## src/rtl/spi_rx_pkg.sv

```systemverilog
// spi_rx_pkg: shared state encoding, command bytes and frame sizing helper for spi_frame_receiver
package spi_rx_pkg;
  typedef enum logic [1:0] {IDLE, RECV, DRAIN} state_t;
  localparam logic [7:0] CMD_START  = 8'h00;
  localparam logic [7:0] CMD_RESULT = 8'hFF;
  function automatic int frame_bytes(input int num_pixels, input int pixel_w);
    return num_pixels * pixel_w / 8;
  endfunction
endpackage

```

## src/rtl/spi_sync_edge.sv

```systemverilog
// spi_sync_edge: 2-flop synchroniser with registered-edge rise/fall pulses
// ports: clk, rst (sync, active-high), din (async in), q (synchronised level), rise/fall (one-cycle pulses)
module spi_sync_edge #(
  parameter logic INIT = 1'b0
) (
  input  logic clk,
  input  logic rst,
  input  logic din,
  output logic q,
  output logic rise,
  output logic fall
);
  logic s1, s2, s3;
  always_ff @(posedge clk)
    if (rst) {s1, s2, s3} <= {3{INIT}};
    else {s1, s2, s3} <= {din, s1, s2};
  assign q    = s2;
  assign rise = s2 & ~s3;
  assign fall = ~s2 & s3;
endmodule

```

## src/rtl/spi_frame_receiver.sv

```systemverilog
// spi_frame_receiver: SPI-slave front end; decodes START/RESULT commands, unpacks image bytes into
// a valid/ready pixel stream with addresses, returns the result digit over MISO, flags overruns.
// ports: clk/rst system; SCK/SS/MOSI/MISO SPI pins; pixel_* stream; frame_start/frame_done pulses;
//        result_digit/result_valid from the core; overrun sticky flag.
module spi_frame_receiver
  import spi_rx_pkg::*;
#(
  parameter int PIXEL_W    = 4,
  parameter int NUM_PIXELS = 144,
  parameter bit LSB_FIRST  = 1'b1
) (
  input  logic                          clk,
  input  logic                          rst,
  input  logic                          SCK,
  input  logic                          SS,
  input  logic                          MOSI,
  output logic                          MISO,
  output logic [PIXEL_W-1:0]            pixel_data,
  output logic [$clog2(NUM_PIXELS)-1:0] pixel_addr,
  output logic                          pixel_valid,
  input  logic                          pixel_ready,
  output logic                          frame_start,
  output logic                          frame_done,
  input  logic [3:0]                    result_digit,
  input  logic                          result_valid,
  output logic                          overrun
);
  localparam int AW           = $clog2(NUM_PIXELS);
  localparam int PIX_PER_BYTE = 8 / PIXEL_W;
  localparam int FRAME_BYTES  = frame_bytes(NUM_PIXELS, PIXEL_W);
  localparam int BW           = $clog2(FRAME_BYTES + 1);
  localparam logic [BW-1:0] LAST_BYTE = BW'(FRAME_BYTES - 1);
  localparam logic [3:0] PPB = 4'(PIX_PER_BYTE);

  if (PIXEL_W != 1 && PIXEL_W != 2 && PIXEL_W != 4 && PIXEL_W != 8) begin : g_bad_pixel_w
    $error("PIXEL_W must be 1, 2, 4 or 8");
  end
  if (NUM_PIXELS < 2 || (NUM_PIXELS * PIXEL_W) % 8 != 0) begin : g_bad_num_pixels
    $error("NUM_PIXELS*PIXEL_W must be a positive multiple of 8");
  end

  logic sck_rise, sck_fall, ss_q, mosi_q;
  logic sck_lvl_unused, ss_rise_unused, ss_fall_unused, mosi_rise_unused, mosi_fall_unused;

  spi_sync_edge #(.INIT(1'b0)) u_sck (.clk(clk), .rst(rst), .din(SCK), .q(sck_lvl_unused), .rise(sck_rise), .fall(sck_fall));
  spi_sync_edge #(.INIT(1'b1)) u_ss (.clk(clk), .rst(rst), .din(SS), .q(ss_q), .rise(ss_rise_unused), .fall(ss_fall_unused));
  spi_sync_edge #(.INIT(1'b0)) u_mosi (.clk(clk), .rst(rst), .din(MOSI), .q(mosi_q), .rise(mosi_rise_unused), .fall(mosi_fall_unused));

  logic [2:0] bit_cnt;
  logic [7:0] rx_byte;
  logic       byte_done;

  always_ff @(posedge clk)
    if (rst || ss_q) begin
      bit_cnt   <= '0;
      byte_done <= 1'b0;
    end else begin
      byte_done <= sck_rise && bit_cnt == 3'd7;
      if (sck_rise) begin
        bit_cnt <= bit_cnt + 3'd1;
        rx_byte <= LSB_FIRST ? {mosi_q, rx_byte[7:1]} : {rx_byte[6:0], mosi_q};
      end
    end

  state_t          state, state_d;
  logic [7:0]      data_q, tx;
  logic [3:0]      pend;
  logic [BW-1:0]   byte_cnt;
  logic            tx_armed, xfer, busy, start_c, load_c, result_c, ovr_c, done_c;

  assign pixel_valid = pend != 4'd0;
  assign pixel_data  = data_q[PIXEL_W-1:0];
  assign MISO        = LSB_FIRST ? tx[0] : tx[7];

  // A byte arriving alongside the last pending transfer is accepted, not an overrun.
  always_comb begin
    xfer     = pixel_valid && pixel_ready;
    busy     = pixel_valid && !(pend == 4'd1 && xfer);
    state_d  = state;
    start_c  = 1'b0;
    load_c   = 1'b0;
    result_c = 1'b0;
    ovr_c    = 1'b0;
    done_c   = 1'b0;
    case (state)
      IDLE: if (byte_done) begin
        start_c  = rx_byte == CMD_START;
        result_c = rx_byte == CMD_RESULT;
        state_d  = start_c ? RECV : IDLE;
      end
      RECV: if (byte_done) begin
        ovr_c   = busy;
        load_c  = !busy;
        state_d = load_c && byte_cnt == LAST_BYTE ? DRAIN : RECV;
      end
      DRAIN: begin
        done_c  = !pixel_valid;
        state_d = done_c ? IDLE : DRAIN;
      end
      default: state_d = IDLE;
    endcase
  end

  // tx_armed is cleared on load so the remaining SCK fall of the RESULT byte itself
  // does not shift out bit 0 before the master's readback byte begins.
  always_ff @(posedge clk)
    if (rst) begin
      state       <= IDLE;
      data_q      <= '0;
      pend        <= '0;
      byte_cnt    <= '0;
      pixel_addr  <= '0;
      frame_start <= 1'b0;
      frame_done  <= 1'b0;
      overrun     <= 1'b0;
      tx          <= '0;
      tx_armed    <= 1'b0;
    end else begin
      state       <= state_d;
      frame_start <= start_c;
      frame_done  <= done_c;
      if (load_c) begin
        data_q <= rx_byte;
        pend   <= PPB;
      end else if (xfer) begin
        data_q <= data_q >> PIXEL_W;
        pend   <= pend - 4'd1;
      end
      byte_cnt   <= start_c ? '0 : byte_cnt + BW'(load_c);
      pixel_addr <= start_c ? '0 : pixel_addr + AW'(xfer);
      overrun    <= !start_c && (overrun || ovr_c);
      if (result_c) tx <= {result_valid, 3'b000, result_digit};
      else if (sck_fall && !ss_q && tx_armed) tx <= LSB_FIRST ? {1'b0, tx[7:1]} : {tx[6:0], 1'b0};
      tx_armed <= !result_c && !ss_q && (tx_armed || sck_rise);
    end
endmodule

```

## config.mk

```make
export PLATFORM = sky130hd
export DESIGN_NAME = spi_frame_receiver
export DESIGN_NICKNAME = d
export VERILOG_FILES = /design/src/rtl/spi_rx_pkg.sv /design/src/rtl/spi_sync_edge.sv /design/src/rtl/spi_frame_receiver.sv
export SDC_FILE = /design/constraint.sdc
export NUM_CORES = 1
export LEC_CHECK = 0
export BUFFER_PORTS_ARGS = -buffer_cell sky130_fd_sc_hd__buf_4
export CORE_UTILIZATION = 50
export DETAILED_ROUTE_END_ITERATION = 8
export GPL_TIMING_DRIVEN = 0
export PLACE_DENSITY = 0.78
export SLEW_MARGIN = 20
export SYNTH_ARGS = -nofsm -noshare
export SYNTH_HDL_FRONTEND = slang
export SYNTH_SLANG_ARGS = --single-unit
```

## constraint.sdc

```tcl
create_clock -name clk -period 5 [get_ports clk]
set_clock_uncertainty 0.2 [all_clocks]
set_input_delay 0 -clock clk [delete_from_list [all_inputs] [get_ports clk]]
set_output_delay 0 -clock clk [all_outputs]
set_load 0.02 [all_outputs]
```

# Word-level counts from Yosys, hierarchy flattened

Index checks and enable logic that the tools add are counted.

Bits in registers: 60
Bits in latches: 0
RAM bits: 0
Bits in read-only memories: 0
Input port bits: 11
Output and inout bits: 17
Word-level logic and storage cells: 90
Memories kept: 0

Add/subtract/negate cells: 4
Multiply operators: 0
Divide/modulo/power cells: 0
Magnitude comparators: 0
Equal/unequal tests: 8
Shift operators: 0
Mux-type cells: 20
Bitwise logic cells: 6
Reduce and logical (&&, ||, !) cells: 30

Operators with widths:

| cell                                                | count |
|---|---|
| two-way mux 8 bit                                   | 4 |
| two-way mux 2 bit                                   | 6 |
| logical AND 1 bit                                   | 10 |
| two-way mux 1 bit                                   | 9 |
| adder 8 x 1 -> 8 bit                                | 1 |
| equality test 8 bit, second input constant          | 1 |
| zero test 8 bit                                     | 1 |
| OR reduction 2 bit                                  | 4 |
| adder 7 x 1 -> 7 bit                                | 1 |
| equality test 7 bit, second input constant          | 1 |
| zero test 1 bit                                     | 6 |
| case mux 2 bit (3 select lines)                     | 1 |
| equality test 4 x 1 -> 1 bit, second input constant | 1 |
| != test 2 bit, second input constant                | 2 |
| NOT 1 bit                                           | 4 |
| AND reduction 2 bit                                 | 2 |
| nonzero test 2 bit                                  | 2 |
| nonzero test 4 bit                                  | 1 |
| subtractor 4 x 1 -> 4 bit, second input constant    | 1 |
| adder 3 x 1 -> 3 bit, second input constant         | 1 |
| equality test 3 bit, second input constant          | 1 |
| logical OR 1 bit                                    | 3 |
| AND 1 bit                                           | 2 |
| equality test 2 x 1 -> 1 bit, second input constant | 1 |
| 2 further kinds                                     | 2 |

# Longest topological paths before layout

Gate-level depths: netlist (run 1).

Depth after elaboration: 10
Gate-level depth with buffers: 11
Gate-level depth less buffers: 11

# Cells and area by module

From an unflattened synthesis (run 1), not the netlist that was laid out.

Cell total of the unflattened synthesis: 256
Area total of the unflattened synthesis: 2631.3 um2

By module, submodules not included:

| module                     | instances | cells an instance | area each (um2) | sequential area each (um2) |
|---|---|---|---|---|
| spi_frame_receiver         | 1         | 232               | 2356.0          | 1141.1 |
| spi_sync_edge (u_mosi ...) | 2         | 8                 | 91.3            | 60.1 |
| spi_sync_edge (u_ss)       | 1         | 8                 | 92.6            | 60.1 |

# Worst setup path after synthesis (run 1)

No wires, ideal clock.

Path kind: register -> register
Start point: register pend[0]
End point: register byte_cnt[6]
Library setup time: 0.071 ns
Data arrival time: 2.120 ns
Required time: 4.729 ns
Slack: 2.610 ns
Stages on the path, launching flop included: 12
Path buffers: 1
Clock period less this slack: 2.390 ns
Cell sequence: dfxtp_1 -> inv_1 -> ha_1 -> a21oi_1 -> or3_1 -> buf_2 -> inv_2 -> ha_1 -> ha_1 -> nand3_1 -> or3_1 -> a21oi_1

Cells in the longest elaborated chain, start to end: 9
Elaborated cells on any way between the ends: 10
Classes of those cells: add/sub (1); eq/ne (1); mux (2); reduce/logical (6)

RTL lines:

| what                     | RTL line                  | RTL |
|---|---|---|
| start: declaration       | spi_frame_receiver.sv:67  | `logic [3:0] pend;` |
| start signal: assignment | spi_frame_receiver.sv:127 | `pend <= pend - 4'd1;` |
| nonzero test 4 bit       | spi_frame_receiver.sv:71  | `assign pixel_valid = pend != 4'd0;` |
| logical AND 1 bit        | spi_frame_receiver.sv:77  | `xfer = pixel_valid && pixel_ready;` |
| logical AND 1 bit        | spi_frame_receiver.sv:78  | `busy = pixel_valid && !(pend == 4'd1 && xfer);` |
| zero test 1 bit          | spi_frame_receiver.sv:78  |  |
| logical AND 1 bit (*)    | spi_frame_receiver.sv:78  |  |
| zero test 1 bit (*)      | spi_frame_receiver.sv:93  | `load_c = !busy;` |
| two-way mux 1 bit (*)    | spi_frame_receiver.sv:91  | `RECV: if (byte_done) begin` |
| two-way mux 1 bit (*)    | spi_frame_receiver.sv:85  | `case (state)` |
| adder 7 x 1 -> 7 bit (*) | spi_frame_receiver.sv:129 | `byte_cnt <= start_c ? '0 : byte_cnt + BW'(load_c);` |
| end signal: assignment   | spi_frame_receiver.sv:129 |  |
| end: declaration         | spi_frame_receiver.sv:68  | `logic [BW-1:0] byte_cnt;` |

Every way passes the cells marked *; elsewhere a longest branch is shown, timed or not.
A chain may end at the register's enable or synchronous reset.

# Worst setup path in the final report (run 1)

Start point: register byte_done
End point: register byte_cnt[6]

Cells in the longest elaborated chain, start to end: 3
Elaborated cells on any way between the ends: 6
Classes of those cells: add/sub (1); mux (4); reduce/logical (1)

RTL lines:

| what                                                       | RTL line                                           | RTL |
|---|---|---|
| start: declaration                                         | spi_frame_receiver.sv:51                           | `logic byte_done;` |
| start signal: assignment                                   | spi_frame_receiver.sv:56                           | `byte_done <= 1'b0;` |
| start signal: assignment                                   | spi_frame_receiver.sv:58                           | `byte_done <= sck_rise && bit_cnt == 3'd7;` |
| two-way mux 1 bit (on tied branches)                       | spi_frame_receiver.sv:91, spi_frame_receiver.sv:86 |  |
| two-way mux 1 bit                                          | spi_frame_receiver.sv:85                           |  |
| adder 7 x 1 -> 7 bit or OR reduction 2 bit (tied branches) | n/a                                                |  |

Several ways; a longest one is shown, not always the timed one.

==> summary.md, run 1 <==
| Metric | Value |
|---|---|
| Critical Path RT | slightly above 5 ns |
| Total track usage | between 20% and 30% |
| Crit path time final | ~2.8 ns |
| Post-synth top area share | between 40% and 50% |
| Leakage | between 0.001 and 0.0015 uW |
| GPL Wtd Cong | slightly below 0.8 |
| Crit start category | flip-flop |
| Worst-margin pin slew | ~0.68 ns |
| Post-route insts no fill | around 370 |
| Dpl cells | 340 |
| Worst skew pair latency | between 0.3 and 0.4 ns |
| DRT antenna net count | 0 |
| Outcome | completed |
| Final wirelength | between 5000 and 6000 um |
| Setup-failing EPs final | 0 |
| CTS tree | yes |
| Max FO, Critical Path | 10 |
| Antenna violations before repair | 0 |
| Reg power frac | about 53% |
| CTS Buf Count | 9 |
| Top cells by count, synth | dfxtp_1 (52), a21oi_1 (11), mux2i_1 (11), nor2_1 (11) |
| Cell internal pwr | 730 uW |
| Fraction of layout cells with a size suffix above 1 | between 10% and 20% |
| Die area | roughly 5300 sq um |
| Max Buffers Root-to-Sink | 2 |
| Clk pwr share | approximately 44% |
| DRT Pass-1 Iters | 4 |
| Yosys reg bits | 60 |
| Crit path from | byte_done$_SDFF_PN0_ |
| Critical path arrival | 2.82 ns |
| Min-delay worst type | primary input to flip-flop |
| Htree depth | 3 |
| Final slew viol count | 0 |
| Final Cycle Share | around 55% |
| Sw Share | a little over a fifth |
| Diode count | 0 |
| Sink Count | 60 |
| Top Ports | 28 |
| Most frequent cell after synthesis | dfxtp_1 |
| Setup crit end kind | flip-flop |
| Total of max-cap violations | 0 |
| Core ar. | around 4800 sq um |
| Primary FF master, synth | dfxtp_1 |
| Starting DRT DRC Count | 95 |
| RSZ-0062 raised after global routing | no |
| DR WL/cell | between 10 and 15 um |
| R2r startpoint | byte_done$_SDFF_PN0_ |
| Clk root buf | clkbuf_8 |
| CTS clk-pin slew, worst paths | roughly 0.060 ns |
| GRT Residual Overflow | 0 |
| Power Density | about 300 nW/um^2 |
| First-pass GRT wire length | roughly 8300 um |
| Flop-to-flop setup slack | around 2.2 ns |
| Synth cell types | 42 |
| Critical path's slowest cell | dfxtp_1 |
| Sequential area share after synthesis | between 50% and 60% |
| Fmax | around 360 MHz |
| Yosys top cell by area | dfxtp_1 |
| VDD IR max | ~220 uV |
| Die Width | a little over 70 um |
| Combinational power share | between 3 and 4% |
| Rows | 25 |
| CP max stage delay | about 0.44 ns |
| Ys async rst share | 0% |
| Vias per inst | 5.46 |
| Synth Warn # | 0 |
| Top post-synthesis cells by area | dfxtp_1 (42%), edfxtp_1 (9.6%), mux2i_1 (4.4%), ha_1 (4.0%), nor4_1 (2.5%) |
| DR vias | ~2000 |
| Fin Setup TNS | 0 ns |
| Final #Nets | roughly 320 |
| Vias in the first global route | roughly 1900 |
| Syn nets | 265 |
| Worst min-delay path startpoint | SS |
| PortBufs | 27 |
| Largest net degree at the start of global routing | 11 |
| DP HPWL | between 3000 and 4000 um |
| Gates resized, CTS repair | 0 |
| Die Y | 72.7 um |
| Slew margin rel. | between 50% and 60% |
| Number of enable flip-flop cells after synthesis | 8 |
| Starting Density | 52.6% |
| # DRC | 0 |
| Cell chain of the critical path | nand3b_1 -> or3_1 -> buf_2 -> inv_2 -> ha_1 -> ha_1 -> nand3_1 -> or3_1 -> a21oi_1 |
| Avg Inst Size Synth | between 10 and 15 sq um |
| Final Hold Fails | 0 |
| Critical path type | flip-flop to flip-flop |
| Net Switching | around 200 uW |
| Syn Inst Count | 246 |
| Layout area overhead | 23.5% |
| Cell area after synthesis | between 2000 and 2500 sq um |
power by group through the flow:
stage               sequential, uW  combinational (uW)  clock [uW]
finish                         491                32.5         403
global route                   491                35.4         436
global placement               502                24.1           0
CTS                            491                32.2         412
detailed placement             502                24.9           0
floorplan                      501                13.9           0
flip-flops by register name, indices dropped and copies added, names as in the netlist, 2 cells and up:
register    flops
bit_cnt         3
byte_cnt        7
data_q          8
pend            4
pixel_addr      8
rx_byte         8
state           2
tx              8
worst paths after layout:
kind / cells after the start / end
worst max register to register: 9 / byte_cnt[6]$_SDFF_PP0_
worst max-delay path: 9 / byte_cnt[6]$_SDFF_PP0_
worst min register to register: 0 / rx_byte[7]$_DFFE_PP_
worst min-delay path: 3 / u_ss.s1$_SDFF_PP1_
timing repair:
item,in CTS,in global routing
hold endpoints to repair,17,0
hold buffers,12,0
buffers inserted,0,0
routing by layer:
layer	part of all wire (%)	wire [um]	track usage [%]	up-vias
met2	49	2440	34.2	34
met3	3.2	159	6.63	14
met4	2.5	123	12.2	0
met5	0	0	0	-
li1	-	-	-	1013
met1	46	2280	25.1	950
per-stage QoR:
| stage | utilization, % | hold WS [ns] | total power (uW) | setup WS (ns) | area, sq um |
|---|---|---|---|---|---|
| CTS | 64.9 | 0.168 | 935 | 2.23 | 3090 |
| detailed placement | 58.6 | -0.0174 | 527 | 2.35 | 2790 |
| global route | 64.9 | 0.200 | 962 | 2.00 | 3090 |
| floorplan | - | -0.103 | 515 | 2.61 | 2500 |
| finish | 64.9 | 0.182 | 927 | 2.23 | 3090 |
| global placement | 58.6 | -0.0218 | 526 | 2.37 | 2790 |
cell usage in the layout (no fill, tap or decap), drive strengths merged, types with 2 or more instances in the layout:
| cell | instances |
|---|---|
| mux2i | 11 |
| dlygate4sd3 | 12 |
| nand2 | 8 |
| dfxtp | 52 |
| nor2 | 11 |
| clkinv | 6 |
| nor4b | 2 |
| xnor2 | 3 |
| nor3 | 9 |
| nor4 | 10 |
| a21oi | 11 |
| a211oi | 5 |
| nand3b | 3 |
| nor2b | 7 |
| or3 | 7 |
| buf | 35 |
| o41ai | 5 |
| ha | 8 |
| a31oi | 4 |
| clkbuf | 16 |
| xor2 | 4 |
| and3 | 5 |
| or4b | 3 |
| a41o | 5 |
| nand4 | 4 |
| edfxtp | 8 |
| o21ai | 11 |
| nand3 | 10 |
| nand2b | 4 |
| or2 | 4 |
| inv | 8 |
kinds of logic after synthesis:
logic type | synth area share [%]
flops | 51.3
mux | 4.40
fa+ha+maj | 4.00
buf+inv | 4.25
compound gates | 11.6
xor+xnor | 2.45
simple gates | 22.0
layout make-up:
cell class	instances	area [sq um]
clock inverter	7	57.6
timing repair buffer	39	323
multi-input combinational	163	1110
tap	67	83.8
buffer	15	76.3
fill	411	1670
sequential	60	1280
inverter	8	30.0
clock buffer	9	124
worst max-delay path: cells and delay by family, from the launching register on:
kind,cells,cell delay [ns]
and+or+nand+nor,4,1.18
AOI/OAI and AO/OA,1,0.19
DFF,1,0.44
buffers and inverters,2,0.30
adders and majority gates,2,0.37
Power figures use the tool's default switching activity.
==> inputs of run 2 (changes only) <==
--- a/config.mk
+++ b/config.mk
@@ -9,7 +9,7 @@
 export CORE_UTILIZATION = 50
 export DETAILED_ROUTE_END_ITERATION = 8
 export GPL_TIMING_DRIVEN = 0
-export PLACE_DENSITY = 0.78
+export PLACE_DENSITY = 0.81
 export SLEW_MARGIN = 20
 export SYNTH_ARGS = -nofsm -noshare
 export SYNTH_HDL_FRONTEND = slang
==> constraint.sdc (replaced) <==
create_clock -name clk -period 2.35 [get_ports clk]
set_clock_uncertainty 0.2 [all_clocks]
set_input_delay 0 -clock clk [delete_from_list [all_inputs] [get_ports clk]]
set_output_delay 0 -clock clk [all_outputs]
set_load 0.02 [all_outputs]
==> run 2 against run 1 <==
Compared with the run above: core utilization increased by 3.9 points; via count increased by 1.2%; total power increased by 130%; critical path type unchanged; critical endpoint unchanged; largest cell class unchanged; highest routed layer unchanged.
==> summary.md, run 2 (synthesis gave the netlist of run 1 again) <==
| Metric | Value |
|---|---|
| Die Y | ~73 um |
| Fmax | 443 MHz |
| Commonest non-fill, non-tap cell in the layout | dfxtp_1 |
| Final worst slack | 0.0944 ns |
| Dpl cells | 340 |
| Critical path's slowest cell | dfxtp_4 |
| DRT antenna net count | 0 |
| Vias per inst | 5.41 |
| Largest net degree at the start of global routing | 11 |
| Max FO, Critical Path | 6 |
| Setup-failing EPs final | 0 |
| # DRC | 0 |
| Final #Nets | 323 |
| Top Ports | 28 |
| Htree depth | 3 |
| Sequential cell area | ~1300 sq um |
| Crit path from | pend[3]$_SDFFE_PP0P_ |
| Post-route insts no fill | ~380 |
| Most frequent cells in the layout | dfxtp_1 (46), buf_4 (39), dlygate4sd3_1 (12), nor2_1 (11), mux2i_1 (11) |
| Worst hold margin | approximately 0.19 ns |
| First-pass GRT wire length | just over 8000 um |
| CTS Buf Count | 9 |
| CTS tree | yes |
| Outcome | completed |
| DRT Pass-1 Iters | 4 |
| Pre-CTS WS | -0.253 ns |
| GPL Wtd Cong | approximately 0.83 |
| Tot Pwr | roughly 2100 uW |
| DR WL/cell | roughly 14 um |
| DR vias | approximately 2000 |
| Diode count | 0 |
| Sink Count | 60 |
| Crit path time final | between 2 and 2.5 ns |
| VDD IR max | between 400 and 500 uV |
| Layout area overhead | 31.0% |
| Worst skew pair latency | between 0.3 and 0.4 ns |
| Reg2reg path depth | 9 |
| Critical path type | flip-flop to flip-flop |
| Starting DRT DRC Count | between 100 and 150 |
| R2r startpoint | pend[3]$_SDFFE_PP0P_ |
| Antenna violations before repair | 0 |
| Core ar. | roughly 4800 sq um |
| Critical Path RT | between 2 and 2.5 ns |
| End of the critical path | byte_cnt[6]$_SDFF_PP0_ |
| DP HPWL | 3470 um |
| Worst-margin pin slew | 0.621 ns |
| Fillcell total | roughly 370 |
| Final Hold Fails | 0 |
| Max Buffers Root-to-Sink | 2 |
| Flop-to-flop setup slack | around 0.094 ns |
| Fraction of layout cells with a size suffix above 1 | 25.9% |
| Cell chain of the critical path | or2_1 -> or3_1 -> buf_6 -> inv_8 -> ha_4 -> ha_4 -> nand3_4 -> or3_1 -> a21oi_1 |
| RSZ-0062 raised after global routing | no |
| Final wirelength | approximately 5300 um |
| Die Width | 72.7 um |
| Final slew viol count | 0 |
| Vias in the first global route | 1838 |
| Slew margin rel. | 58.3% |
| Critical path arrival | 2.32 ns |
| Leakage | ~0.0013 uW |
| CP max stage delay | roughly 0.36 ns |
| Crit start category | flip-flop |
| Setup crit end kind | flip-flop |
| Min-delay worst type | primary input to flip-flop |
| Total of max-cap violations | 0 |
| GRT Residual Overflow | 0 |
| Reg2reg end | byte_cnt[6]$_SDFF_PP0_ |
| Final Cycle Share | ~96% |
| CTS clk-pin slew, worst paths | 0.07 ns |
| Clk root buf | clkbuf_8 |
| Area of the multi-input gates | around 1200 sq um |
| Total track usage | around a fifth |
| Rows | 25 |
| Power Density | roughly 640 nW/um^2 |
| PortBufs | 27 |
| Die area | 5290 sq um |
| Starting Density | between 50 and 60% |
run 2: cell count changes in the layout (fill, tap and decap cells not counted), sizes merged:
cell	before	now
clkinv	6	5
bufinv	1	2
buf	35	43
run 2: how the worst min path moves through the flow:
stage | startpoint | endpoint | slack [ns] | cells after the start
final | SS | u_ss.s1$_SDFF_PP1_ | 0.19 | 3
after global routing | SS | u_ss.s1$_SDFF_PP1_ | 0.21 | 3
after CTS | SS | u_ss.s1$_SDFF_PP1_ | 0.18 | 3
after detailed placement | SS | u_ss.s1$_SDFF_PP1_ | -0.02 | 2
after global placement | SS | u_ss.s1$_SDFF_PP1_ | -0.02 | 2
after floorplan | SS | u_ss.s1$_SDFF_PP1_ | -0.10 | 1
run 2: worst max-delay path: cells and delay by family, from the launching register on:
| family | cells | cell delay, ns |
|---|---|---|
| DFF | 1 | 0.36 |
| adders and majority gates | 2 | 0.29 |
| buffers and inverters | 2 | 0.22 |
| and+or+nand+nor | 4 | 1.01 |
| AOI/OAI and AO/OA | 1 | 0.12 |
run 2: per-stage QoR:
step | utilization, % | setup TNS (ns) | area [sq um]
2_1_floorplan | - | 0 | 2540
3_3_place_gp | 59.4 | -0.587 | 2830
3_5_place_dp | 59.4 | -0.953 | 2830
4_1_cts | 67.0 | -0.0727 | 3190
5_1_grt | 68.9 | 0 | 3270
6_report | 68.9 | 0 | 3270
run 2: cell type report:
type | count | share of cell area, %
buffer | 15 | 2.52
clock inverter | 7 | 2.48
multi-input combinational | 163 | 36.3
sequential | 60 | 39.5
inverter | 8 | 1.15
clock buffer | 9 | 3.78
tap | 67 | 2.56
timing repair buffer | 47 | 11.7
run 2: power by group:
| group | switching, uW | total [uW] | internal, uW |
|---|---|---|---|
| registers | 2.75 | 1040 | 1040 |
| clock network | 396 | 978 | 582 |
| logic | 32.1 | 68.7 | 36.6 |
run 2: timing repair:
item                                    in CTS  in global routing
pin swaps                                    1                  5
setup buffers                                2                  6
hold buffers                                12                  0
resized for setup                            7                 15
endpoints found under the setup margin      10                  5
endpoints found under the hold margin       17                  0
run 2: metal layers:
layer / vias up / GRT usage [%] / part of all wire [%]
li1: 1031 / - / -
met1: 952 / 26.8 / 45
met2: 39 / 32.6 / 49
met3: 13 / 5.39 / 3.2
met4: 0 / 13.5 / 2.8
met5: - / 0 / 0
